File: config.mk
export PLATFORM = sky130hd
export DESIGN_NAME = io_reg_bank
export DESIGN_NICKNAME = d
export VERILOG_FILES = /design/src/rtl/io_reg_bank.sv
export SDC_FILE = /design/constraint.sdc
export NUM_CORES = 1
export LEC_CHECK = 0
export ABC_AREA = 1
export CAP_MARGIN = 20
export CORE_MARGIN = 3
export CORE_UTILIZATION = 45
export CTS_BUF_LIST = sky130_fd_sc_hd__clkbuf_16
export CTS_CLUSTER_SIZE = 30
export DETAILED_ROUTE_END_ITERATION = 7
export GPL_TIMING_DRIVEN = 0
export PLACE_DENSITY = 0.79
export SYNTH_ARGS = -nofsm -noshare
export SYNTH_HDL_FRONTEND = slang
export SYNTH_SLANG_ARGS = --single-unit
File: constraint.sdc
create_clock -name clk -period 1.8 [get_ports clk]
set_input_delay 0.36 -clock clk [delete_from_list [all_inputs] [get_ports clk]]
set_output_delay 0.36 -clock clk [all_outputs]
set_load 0.005 [all_outputs]
File: src/rtl/io_reg_bank.sv
// io_reg_bank: address-decoded bank of output registers written from the
// processor OUT_PORT. The bank has an optional staged (shadow) load that is
// applied atomically on commit, a registered read-back path, and a per-register
// update pulse.
module io_reg_bank #(
    parameter int unsigned       WIDTH     = 8,
    parameter int unsigned       DEPTH     = 4,
    parameter int unsigned       AW        = 16,
    parameter int unsigned       BASE      = 0,
    parameter int unsigned       SHADOW    = 0,
    parameter logic [WIDTH-1:0]  RESET_VAL = '0
) (
    input  logic                   clk,
    input  logic                   reset,
    input  logic [AW-1:0]          port_id,
    input  logic                   write_strobe,
    input  logic                   read_strobe,
    input  logic [WIDTH-1:0]       out_port,
    input  logic                   commit,
    output logic [DEPTH*WIDTH-1:0] q,
    output logic [DEPTH-1:0]       upd,
    output logic [DEPTH-1:0]       pending,
    output logic [WIDTH-1:0]       rdata,
    output logic                   rvalid
);

    localparam bit SHADOW_EN = (SHADOW != 0);

    // Reject register windows that do not fit in the port address space.
    if ((64'(BASE) + 64'(DEPTH)) > (64'd1 << AW)) begin : g_bad_window
        $error("io_reg_bank: BASE+DEPTH exceeds 2^AW");
    end
    if (DEPTH < 1 || DEPTH > 16) begin : g_bad_depth
        $error("io_reg_bank: DEPTH must be 1..16");
    end

    logic [DEPTH-1:0][WIDTH-1:0] q_r;
    logic [DEPTH-1:0][WIDTH-1:0] stage_r;
    logic [DEPTH-1:0]            pend_r;
    logic [DEPTH-1:0]            upd_r;
    logic [WIDTH-1:0]            rdata_r;
    logic                        rvalid_r;

    logic [DEPTH-1:0]            sel_c;
    logic [DEPTH-1:0]            wr_c;
    logic [DEPTH-1:0]            ld_c;
    logic                        rd_hit_c;
    logic [WIDTH-1:0]            rd_mux_c;

    // One-hot window decode. The comparison is AW+1 bits wide, so BASE+i never wraps.
    always_comb begin
        sel_c = '0;
        for (int unsigned i = 0; i < DEPTH; i++) begin
            sel_c[i] = ({1'b0, port_id} == (AW+1)'(BASE + i));
        end
    end

    // Write and load enables, plus the read-back mux of the active values.
    always_comb begin
        wr_c     = sel_c & {DEPTH{write_strobe}};
        ld_c     = '0;
        rd_hit_c = read_strobe && (|sel_c);
        rd_mux_c = '0;
        for (int unsigned i = 0; i < DEPTH; i++) begin
            ld_c[i] = SHADOW_EN ? (commit && pend_r[i]) : wr_c[i];
            if (sel_c[i]) begin
                rd_mux_c = q_r[i];
            end
        end
    end

    // Active registers, stage and pending flags, update pulses and read-back.
    always_ff @(posedge clk or posedge reset) begin
        if (reset) begin
            q_r      <= {DEPTH{RESET_VAL}};
            stage_r  <= {DEPTH{RESET_VAL}};
            pend_r   <= '0;
            upd_r    <= '0;
            rdata_r  <= '0;
            rvalid_r <= 1'b0;
        end else begin
            for (int unsigned i = 0; i < DEPTH; i++) begin
                // Commit takes the stage value from before this edge, and a
                // same-cycle write then refills the stage.
                if (ld_c[i]) begin
                    q_r[i] <= SHADOW_EN ? stage_r[i] : out_port;
                end
                if (SHADOW_EN && wr_c[i]) begin
                    stage_r[i] <= out_port;
                end
                pend_r[i] <= SHADOW_EN && (wr_c[i] || (pend_r[i] && !commit));
            end
            upd_r    <= ld_c;
            rdata_r  <= rd_hit_c ? rd_mux_c : '0;
            rvalid_r <= rd_hit_c;
        end
    end

    assign q       = q_r;
    assign upd     = upd_r;
    assign pending = pend_r;
    assign rdata   = rdata_r;
    assign rvalid  = rvalid_r;

endmodule

==> summary.md <==
| Metric | Value |
|---|---|
| Status | `complete, no violations` |
| Vias | `2131` |
| Skew-Pair Late Insertion Delay | `0.29 ns` |
| R2r endpoint | `rdata[1]$_DFF_PP0_` |
| Port bufs | `71` |
| Setup violations, final | `0` |
| Layout Utilization | `69.3%` |
| Crit end category | `flip-flop` |
| Root buffer cell | `clkbuf_16` |
| Worst setup SP type | `input port` |
| Tcrit/Tclk final | `95.0%` |
| Switching part of the total | `20.7%` |
| Buf/Inv on CP | `3` |
| Area delta synth->final | `46.1%` |
| IO Pins | `78` |
| FP Rows | `25` |
| Yosys Warn Count | `0` |
| Layout cells sized above 1 | `13.6%` |
| Placed Area | `0.00311 mm^2` |
| Crit path from | `port_id[3]` |
| Top cells by area, synth | `dfrtp_1 (49%), nand2_1 (8.9%), nand4_1 (6.6%)` |
| Final min period | `1.71 ns` |
| Seq cells post-synth | `45` |
| Layout net count | `380` |
| CP Depth | `8` |
| CP Data Arrival Time | `1.88 ns` |
| CTS Buf Count | `5` |
| Residual DRC | `0` |
| Total track usage | `21.2%` |
| Die W | `77.2 um` |
| Worst setup path class | `in2reg` |
| Clock power frac | `47.1%` |
| Clock net sink count | `45` |
| Synthesized instance count | `266` |
| Largest net degree at the start of global routing | `26` |
| P per Cell Area | `655 mW/mm^2` |
| Reg power frac | `46.3%` |
| Die height | `77.2 um` |
| Setup crit end | `q[8]$_DFFE_PP0P_` |
| GPL Wtd Cong | `0.884` |
| Max-cap violations | `0` |
| Synth cell types | `25` |
| Die area | `0.00597 mm^2` |
| Top cell type by total area after synthesis | `dfrtp_1` |
| Design area | `0.00334 mm^2` |
| Core ar. | `0.00482 mm^2` |
| Vias in the first global route | `2068` |
| Hpwl dp | `4.61 mm` |
| Starting Density | `47.4%` |
| WP data required | `1.97 ns` |
| Worst setup margin | `0.0896 ns` |
| Post-CTS Hold Fix Bufs | `0` |
| GRT overflow | `0` |
| Initial antenna violation count | `0` |
| Vias per Instance | `5.09` |
| Comb power frac | `6.6%` |
| Bufs on Longest Clock Path | `2` |
| Dpl ws | `-0.258 ns` |
| Drt initial violations | `126` |
| 1st-pass router iterations | `4` |
| Fin. Hold Viols | `0` |
| Wire per inst | `14.3 um` |
| Htree depth | `2` |
| Clock-pin slew on the worst setup and hold paths | `0.06 ns` |
| Top cell type's share of synthesized area | `49.3%` |
| Min-Delay Path Class | `in2async` |
| Peak VDD IR | `0.406 mV` |
| Critical path's top delay family | `buffers and inverters` |
| Worst Path Max Fanout | `10` |
| Leak | `1.50 nW` |
| WL final | `6.00 mm` |
| Critical path cell sequence | `clkdlybuf4s50_1, nor2_4, nand3_1, inv_2, nand4_2, buf_6, nand2_1, o21ai_1` |
| Post-synthesis cell area | `0.00228 mm^2` |
| Min Hold Slack | `0.407 ns` |
| Post-route ant nets | `0` |
| Max Slew Vio Count | `0` |
| Internal power | `1.73 mW` |
| Setup Skew | `0.00402 ns` |
| Setup_tns | `0 ns` |
| RSZ-0062 raised after global routing | `yes` |
| Psw | `453 uW` |
| R2r startpoint | `q[9]$_DFFE_PP0P_` |
| Largest stage delay on the critical path | `0.44 ns` |
| Slowest cell on the critical path | `clkdlybuf4s50_1` |
| Sequential cell area fraction in the yosys report | `49.3%` |
| TritonCTS clock tree | `yes` |
| Reg2reg setup slack | `0.84 ns` |
| Reg2Reg Depth | `4` |
| Antenna diodes | `0` |
| Synth Area per Inst | `8.58 um^2` |
| Max frequency | `585 MHz` |
| First-pass GRT wire length | `9.97 mm` |
-- routing by layer --
| layer | routed length, um | GRT usage [%] |
|---|---|---|
| met1 | 2560 | 28.0 |
| met2 | 2980 | 34.2 |
| met3 | 359 | 4.81 |
| met4 | 98 | 7.47 |
| met5 | 0 | 0 |
-- kinds of logic (layout without fill, tap and decap cells) --
| group | Yosys count | count (layout) | synth area share, % |
|---|---|---|---|
| AO/OA/AOI/OAI | 43 | 43 | 10.7 |
| buffers and inverters | 48 | 131 | 10.7 |
| flip-flops | 45 | 45 | 49.3 |
| other | 1 | 4 | 0.164 |
| AND/OR/NAND/NOR | 129 | 129 | 29.0 |
-- power groups by stage --
stage                     clock, mW  combinational [mW]  sequential [mW]
after floorplan                   0              0.0602             1.03
after global placement            0               0.135             1.03
after detailed placement          0               0.143             1.03
after CTS                      1.04               0.143             1.01
after global routing           1.08               0.158             1.01
final                          1.03               0.144             1.01
-- stage by stage --
stage	total power, mW	instances
6_report	2.19	419
5_1_grt	2.25	419
4_1_cts	2.20	416
3_5_place_dp	1.17	408
3_3_place_gp	1.17	407
2_1_floorplan	1.09	269
-- final cells by class --
cell class | count | area, um^2
Clock buffer | 5 | 125
Tap cell | 67 | 83.8
Inverter | 33 | 130
Fill cell | 403 | 1480
Timing Repair Buffer | 75 | 753
Sequential cell | 45 | 1130
Clock inverter | 3 | 42.5
Multi-Input combinational cell | 176 | 952
Buffer | 15 | 124
-- worst reg2reg max path: cells and delay by family, from the launching register on --
family / cells / cell delay (ns)
AO/OA/AOI/OAI: 1 / 0.22
buffers and inverters: 1 / 0.06
AND/OR/NAND/NOR: 2 / 0.16
flip-flops: 1 / 0.41
-- cells in the mapped netlist --
master and count:
inv_2 2, nand2_2 2, nand4_2 1, a21boi_0 1
conb_1 1, nand4_1 24, nor2_1 20, o21a_1 8
clkinv_1 2, buf_4 4, o21ai_1 24, nand3_1 18
nor2_4 2, nand2_4 1, dfrtp_1 45, inv_1 29
o21ai_2 2, buf_1 1, buf_2 4, nor2_2 1
nor2_8 2, nand2_1 54, a21oi_1 8, buf_6 6
nand3_2 4
-- placed cells by master (no fill, tap or decap), drive strengths merged --
master         netlist  layout
clkdlybuf4s50        0      71
nand2               57      57
dfrtp               45      45
inv                 31      32
o21ai               26      26
nand4               25      25
nor2                25      25
nand3               22      22
buf                 15      18
o21a                 8       8
a21oi                8       8
clkbuf               0       6
conb                 1       4
clkinv               2       2
a21boi               1       1
clkinvlp             0       1
bufinv               0       1
-- registers in the layout (all words and copies together) (netlist names) --
| register | count |
|---|---|
| q | 32 |
| rdata | 8 |
| upd | 4 |
| rvalid | 1 |
-- timing repair --
action,in CTS,in global routing
gates resized for setup,0,9
buffers inserted,0,3
endpoints found under the setup margin,0,11
-- worst min path at each step --
stage / startpoint / to / slack, ns / depth (start not counted)
2_1_floorplan: q[8]$_DFFE_PP0P_ / q[8]$_DFFE_PP0P_ / 0.50 / 2
3_3_place_gp: q[28]$_DFFE_PP0P_ / q[28]$_DFFE_PP0P_ / 0.50 / 2
3_5_place_dp: q[19]$_DFFE_PP0P_ / q[19]$_DFFE_PP0P_ / 0.51 / 2
4_1_cts: reset / q[25]$_DFFE_PP0P_ / 0.43 / 2
5_1_grt: reset / upd[2]$_DFF_PP0_ / 0.44 / 2
6_report: reset / upd[2]$_DFF_PP0_ / 0.41 / 2
No activity file was read; power rests on OpenSTA's default activity.
